<file path="src/rtl/four_bit_dadda_multiplier.sv">
// Exact unsigned 4x4 multiplier: explicit Dadda reduction of the AND partial products,
// a 6-bit ripple-carry final adder, and a registered 8-bit product.

module dadda_half_adder (
  input  logic a,
  input  logic b,
  output logic sum,
  output logic carry
);
  assign sum   = a ^ b;
  assign carry = a & b;
endmodule

module dadda_full_adder (
  input  logic a,
  input  logic b,
  input  logic c,
  output logic sum,
  output logic carry
);
  assign sum   = a ^ b ^ c;
  assign carry = (a & b) | (a & c) | (b & c);
endmodule

module four_bit_dadda_multiplier (
  input  logic       clk,
  input  logic       rst,
  input  logic [3:0] in1,
  input  logic [3:0] in2,
  output logic [7:0] out
);

  // pp[i][j] has weight 2^(i+j)
  logic [3:0] pp [4];
  always_comb begin
    for (int i = 0; i < 4; i++) begin
      pp[i] = in1 & {4{in2[i]}};
    end
  end

  // Stage 1: reduce columns 3 and 4 to height 3
  logic s3a, c3a, s4a, c4a;
  dadda_half_adder u_s1_col3 (.a(pp[0][3]), .b(pp[1][2]), .sum(s3a), .carry(c3a));
  dadda_half_adder u_s1_col4 (.a(pp[1][3]), .b(pp[2][2]), .sum(s4a), .carry(c4a));

  // Stage 2: reduce every column to height 2
  logic s2b, c2b, s3b, c3b, s4b, c4b, s5b, c5b;
  dadda_half_adder u_s2_col2 (.a(pp[0][2]), .b(pp[1][1]), .sum(s2b), .carry(c2b));
  dadda_full_adder u_s2_col3 (.a(s3a), .b(pp[2][1]), .c(pp[3][0]), .sum(s3b), .carry(c3b));
  dadda_full_adder u_s2_col4 (.a(s4a), .b(pp[3][1]), .c(c3a), .sum(s4b), .carry(c4b));
  dadda_full_adder u_s2_col5 (.a(pp[2][3]), .b(pp[3][2]), .c(c4a), .sum(s5b), .carry(c5b));

  // Final ripple-carry adder over columns 1..6
  logic [7:0] product;
  logic [6:1] cy;
  assign product[0] = pp[0][0];
  dadda_half_adder u_cpa_col1 (
    .a(pp[0][1]), .b(pp[1][0]), .sum(product[1]), .carry(cy[1])
  );
  dadda_full_adder u_cpa_col2 (
    .a(s2b), .b(pp[2][0]), .c(cy[1]), .sum(product[2]), .carry(cy[2])
  );
  dadda_full_adder u_cpa_col3 (
    .a(s3b), .b(c2b), .c(cy[2]), .sum(product[3]), .carry(cy[3])
  );
  dadda_full_adder u_cpa_col4 (
    .a(s4b), .b(c3b), .c(cy[3]), .sum(product[4]), .carry(cy[4])
  );
  dadda_full_adder u_cpa_col5 (
    .a(s5b), .b(c4b), .c(cy[4]), .sum(product[5]), .carry(cy[5])
  );
  dadda_full_adder u_cpa_col6 (
    .a(pp[3][3]), .b(c5b), .c(cy[5]), .sum(product[6]), .carry(cy[6])
  );
  assign product[7] = cy[6];

  logic [7:0] out_q;
  always_ff @(posedge clk) begin
    if (rst) begin
      out_q <= 8'h00;
    end else begin
      out_q <= product;
    end
  end

  assign out = out_q;

endmodule

</file>
<file path="config.mk">
export PLATFORM = sky130hd
export DESIGN_NAME = four_bit_dadda_multiplier
export DESIGN_NICKNAME = d
export VERILOG_FILES = /design/src/rtl/four_bit_dadda_multiplier.sv
export SDC_FILE = /design/constraint.sdc
export NUM_CORES = 1
export LEC_CHECK = 0
export BUFFER_PORTS_ARGS = -buffer_cell sky130_fd_sc_hd__clkbuf_2
export CAP_MARGIN = 20
export CORE_AREA = 2 2 39 41
export DETAILED_ROUTE_END_ITERATION = 8
export DIE_AREA = 0 0 41 43
export HOLD_SLACK_MARGIN = 0.02
export PLACE_DENSITY = 0.64
export SLEW_MARGIN = 20
export SYNTH_ARGS = -nofsm -noshare
export SYNTH_HDL_FRONTEND = slang
export SYNTH_SLANG_ARGS = --single-unit
</file>
<file path="constraint.sdc">
create_clock -name clk -period 7.1 [get_ports clk]
set_clock_uncertainty 0.15 [all_clocks]
set_input_delay 1.42 -clock clk [delete_from_list [all_inputs] [get_ports clk]]
set_output_delay 1.42 -clock clk [all_outputs]
set_load 0.02 [all_outputs]
</file>
# After elaboration in Yosys (flattened, before gate mapping)
# Index checks and enable logic that the tools add are counted.
classes:
  bitwise_logic: 68
op_table:
  columns: ["operator", "count"]
  rows:
  - ["1-bit AND", 28]
  - ["1-bit bitwise XOR", 20]
  - ["4-bit AND", 4]
  - ["1-bit bitwise OR", 16]
totals:
  reg_bits: 8
  output_inout_bits: 8

# Logic depth before layout (Yosys ltp)
depth:
  word_depth: 17
  depth_mapped: 10
  depth_no_buf: 10

# Modules after synthesis
# Synthesis repeated with hierarchy kept, for this count alone.
unflattened:
  cells_unflattened: 43
  area_unflattened_um2: 535.5
modules_own_cells:
  columns: ["module", "instances", "cells_each", "area_each_um2", "seq_area_each_um2"]
  rows:
  - ["four_bit_dadda_multiplier", 1, 31, 325.3, 160.2]
  - ["dadda_full_adder", 8, 1, 20.0, 0.0]
  - ["dadda_half_adder", 4, 1, 12.5, 0.0]

# Worst setup path before layout
# OpenSTA, ideal clock, no wires.
synth_timing:
  path_kind: "in2reg"
  start: "in in2[0]"
  end: "reg out_q[6], in the netlist out[6]"
  setup_time_ps: 114
  arrival_time_ps: 3971
  slack_ps: 2866
  stages: 10
  cell_sequence: "and2_1 > ha_1 > fa_1 > inv_1 > fa_1 > fa_1 > inv_1 > fa_1 > fa_1 > nor2b_1"
synth_between:
  elab_chain_cells: 15
  elab_cells_between_ends: 38
  cone_classes: "bitwise: 38"
synth_lines:
  columns: ["item", "line", "text"]
  rows:
  - ["start, declared", "29", "input logic [3:0] in2,"]
  - ["4-bit AND (*)", "37", "pp[i] = in1 & {4{in2[i]}};"]
  - ["1-bit bitwise XOR or 1-bit AND (tied branches)", "10, 11", null]
  - ["1-bit AND", "22", "assign carry = (a & b) | (a & c) | (b & c);"]
  - ["1-bit bitwise OR (2 in series)", "22", null]
  - ["1-bit AND", "22", null]
  - ["1-bit bitwise OR (2 in series)", "22", null]
  - ["1-bit AND", "22", null]
  - ["1-bit bitwise OR (2 in series)", "22", null]
  - ["1-bit AND", "22", null]
  - ["1-bit bitwise OR", "22", null]
  - ["1-bit bitwise OR (*)", "22", null]
  - ["1-bit bitwise XOR (*)", "21", "assign sum = a ^ b ^ c;"]
  - ["net u_cpa_col6.sum", "18", "output logic sum,"]
  - ["end signal, assigned", "82", "out_q <= product;"]
  - ["end, declared", "77", "logic [7:0] out_q;"]
# Mark *: on every way through the listed nets, which the timed path passes. The rest lies on a longest branch.
# A chain may end at the register's enable or synchronous reset.

# Worst setup path in the final report
# Ends and elaborated chain as after synthesis.

==> flow_summary_export.csv <==
group,metric,value,unit
run_status,status,"complete, no violations",
detailed_routing,wire_per_inst,9.00,um
global_route,grt_start_max_net_pins,9,
die,chipHeight,43,um
detailed_routing,first_iter_violations,3,
cells_and_area,fin_nets,94,
power,power_frac_seq,0.422,
critical_path,crit_path_max_fanout,4,
detailed_routing,firstDrtPassIters,4,
sta,hold_viol_final,0,
placement,port_buffers,17,
sta,slew_headroom,0.892,
cells_and_area,area_growth,23.9,%
placement,gp_congestion,0.746,
clock_tree,clk_pin_slew,0.05,ns
synth,avgSynthCellArea,10.7,um^2
die,chipWidth,41,um
critical_path,crit_path_start_kind,"primary input",
synth,netlist.area_leader.share,0.300,
power,pwr-share-clk,0.284,
critical_path,crit_type,"primary input to flip-flop",
global_route,grt-ovfl-total,0,
cells_and_area,drive_above_1_share,0.286,
detailed_routing,wl,774,um
critical_path,critPathRequiredTime,7.09,ns
synth,ys_types,9,
synth,ys.flop_type,"dfxtp_1",
sta,grt_setup_unrepaired,"false",
clock_tree,cts_buffers,3,
power,switching_share,0.303,
sta,worstMarginPinSlew,0.162,ns
cells_and_area,nFillCells,141,
sta,max_freq,241,MHz
power,internal-power,0.0000848,W
sta,period_share,0.583,
detailed_routing,drc,0,
global_route,grt_pass1_wl,1350,um
cells_and_area,largest_reg_flops,8,
synth,synthArstFlopShare,0,
detailed_routing,via_per_inst,4.40,
cells_and_area,diodes,0,
die,coreArea,0.00138,mm^2
global_route,first_global_vias,353,
synth,yosys_warnings,0,
power,p_total,0.000122,W
synth,synth_common_cells,"and2_1 (14), dfxtp_1 (8), fa_1 (8)",
synth,synth_top_area_cell,"dfxtp_1",
sta,maxSlewViolCount,0,
clock_tree,cts_hold_buf,0,
run,cap_violations,0,
clock_tree,tritoncts,"yes",
synth,synth-edff-count,0,
clock_tree,cts.root.buffer_cell,"clkbuf_4",
synth,synth-seq-area-share,0.300,
critical_path,critPathCaptureType,"flip-flop",
sta,setup_tns,0,ns
sta,setup_violations,0,
global_route,antenna_found_initial,0,
detailed_routing,num_vias,378,
clock_tree,cts_resized,0,
clock_tree,cts_buffer_depth,2,
power,ir_worst_vdd,0.0000669,V
power,switchingPower,0.0000369,W
die,start_util,0.385,
synth,synth_nets,72,
sta,final.min_clock_period,4.14,ns
synth,synth.cell_area,533,um^2
power,power.share.combinational,0.293,
placement,dp_hpwl,708,um
power,p_leak,0.342,nW
synth,yosys-top-cells-area,"dfxtp_1 (30%), fa_1 (30%), and2_1 (16%)",
cells_and_area,multi_input_area,347,um^2
die,die-area,0.00176,mm^2
detailed_routing,ant_nets,0,
worst_hold_path,hold_path_class,"primary input to flip-flop",
cells_and_area,seq_area,160,um^2
synth,synth_most_common_cell,"and2_1",
clock_tree,post-cts-setup-buffer-count,0,
die,io_pins,18,
synth,synthCells,50,
synth,ys_seq_elements,8,
die,rows,14,
power,p_per_area,184,mW/mm^2
critical_path,worstPathArrival,4.13,ns
clock_tree,cts_max_level,1,
clock_tree,clock-sinks,8,
global_route,grt_usage,0.128,
## stage by stage
step           utilization  instance area [um^2]  std cells  setup slack [ns]  hold WS, ns
2_1_floorplan            -                   533         50              2.87         1.34
3_3_place_gp         0.461                   638         83              2.69         1.54
4_1_cts              0.477                   661         86              2.93         1.28
3_5_place_dp         0.461                   638         83              2.67         1.55
5_1_grt              0.477                   661         86              2.86         1.28
6_report             0.477                   661         86              2.96         1.28
## cell type report
class                           count  area share
Clock buffer                        3      0.0341
Inverter                            7      0.0398
Tap cell                           16      0.0303
Multi-Input combinational cell     35       0.525
Timing Repair Buffer               17       0.129
Sequential cell                     8       0.242
## worst max-delay path, cell delays in order
cell and delay, ns:
clkbuf_2 0.10, and2_1 0.15, ha_1 0.31, fa_1 0.53, inv_1 0.05, fa_1 0.43, fa_1 0.36, inv_1 0.07
fa_1 0.17, fa_1 0.40, nor2b_1 0.13
## cell families after synthesis
kind of cell / Yosys count / share of synthesized area
simple gates: 23 / 0.256
fa+ha+maj: 12 / 0.394
flops: 8 / 0.300
buf+inv: 7 / 0.0493
## path summary, 6_finish.rpt
check / from / cells after the start / endpoint / slack (ns)
max: in2[0] / 11 / out[6]$_SDFF_PP0_ / 2.96
min: rst / 2 / out[2]$_SDFF_PP0_ / 1.28
## layout by cell type (no fill, tap or decap)
master / n
nor2_1: 3
nor2b_1: 4
clkbuf_4: 3
nand2_1: 1
and2_1: 14
dfxtp_1: 8
ha_1: 4
clkbuf_2: 17
fa_1: 8
and3b_1: 1
inv_1: 7
## routing by layer
layer  wire length (um)  vias to the layer above  GRT usage
met1                306                      173      0.118
met3                 33                        4     0.0314
li1                   -                      190          -
met4                 43                        0      0.140
met5                  0                        -          0
met2                391                       11      0.200
## power by group through the flow
stage | clock [W] | sequential [W] | combinational (W)
final | 0.0000346 | 0.0000514 | 0.0000357
after global routing | 0.0000396 | 0.0000519 | 0.0000420
after CTS | 0.0000356 | 0.0000515 | 0.0000371
after detailed placement | 0 | 0.0000525 | 0.0000369
after global placement | 0 | 0.0000522 | 0.0000361
after floorplan | 0 | 0.0000594 | 0.0000178
Note: power is estimated with default switching activity, not from simulation.
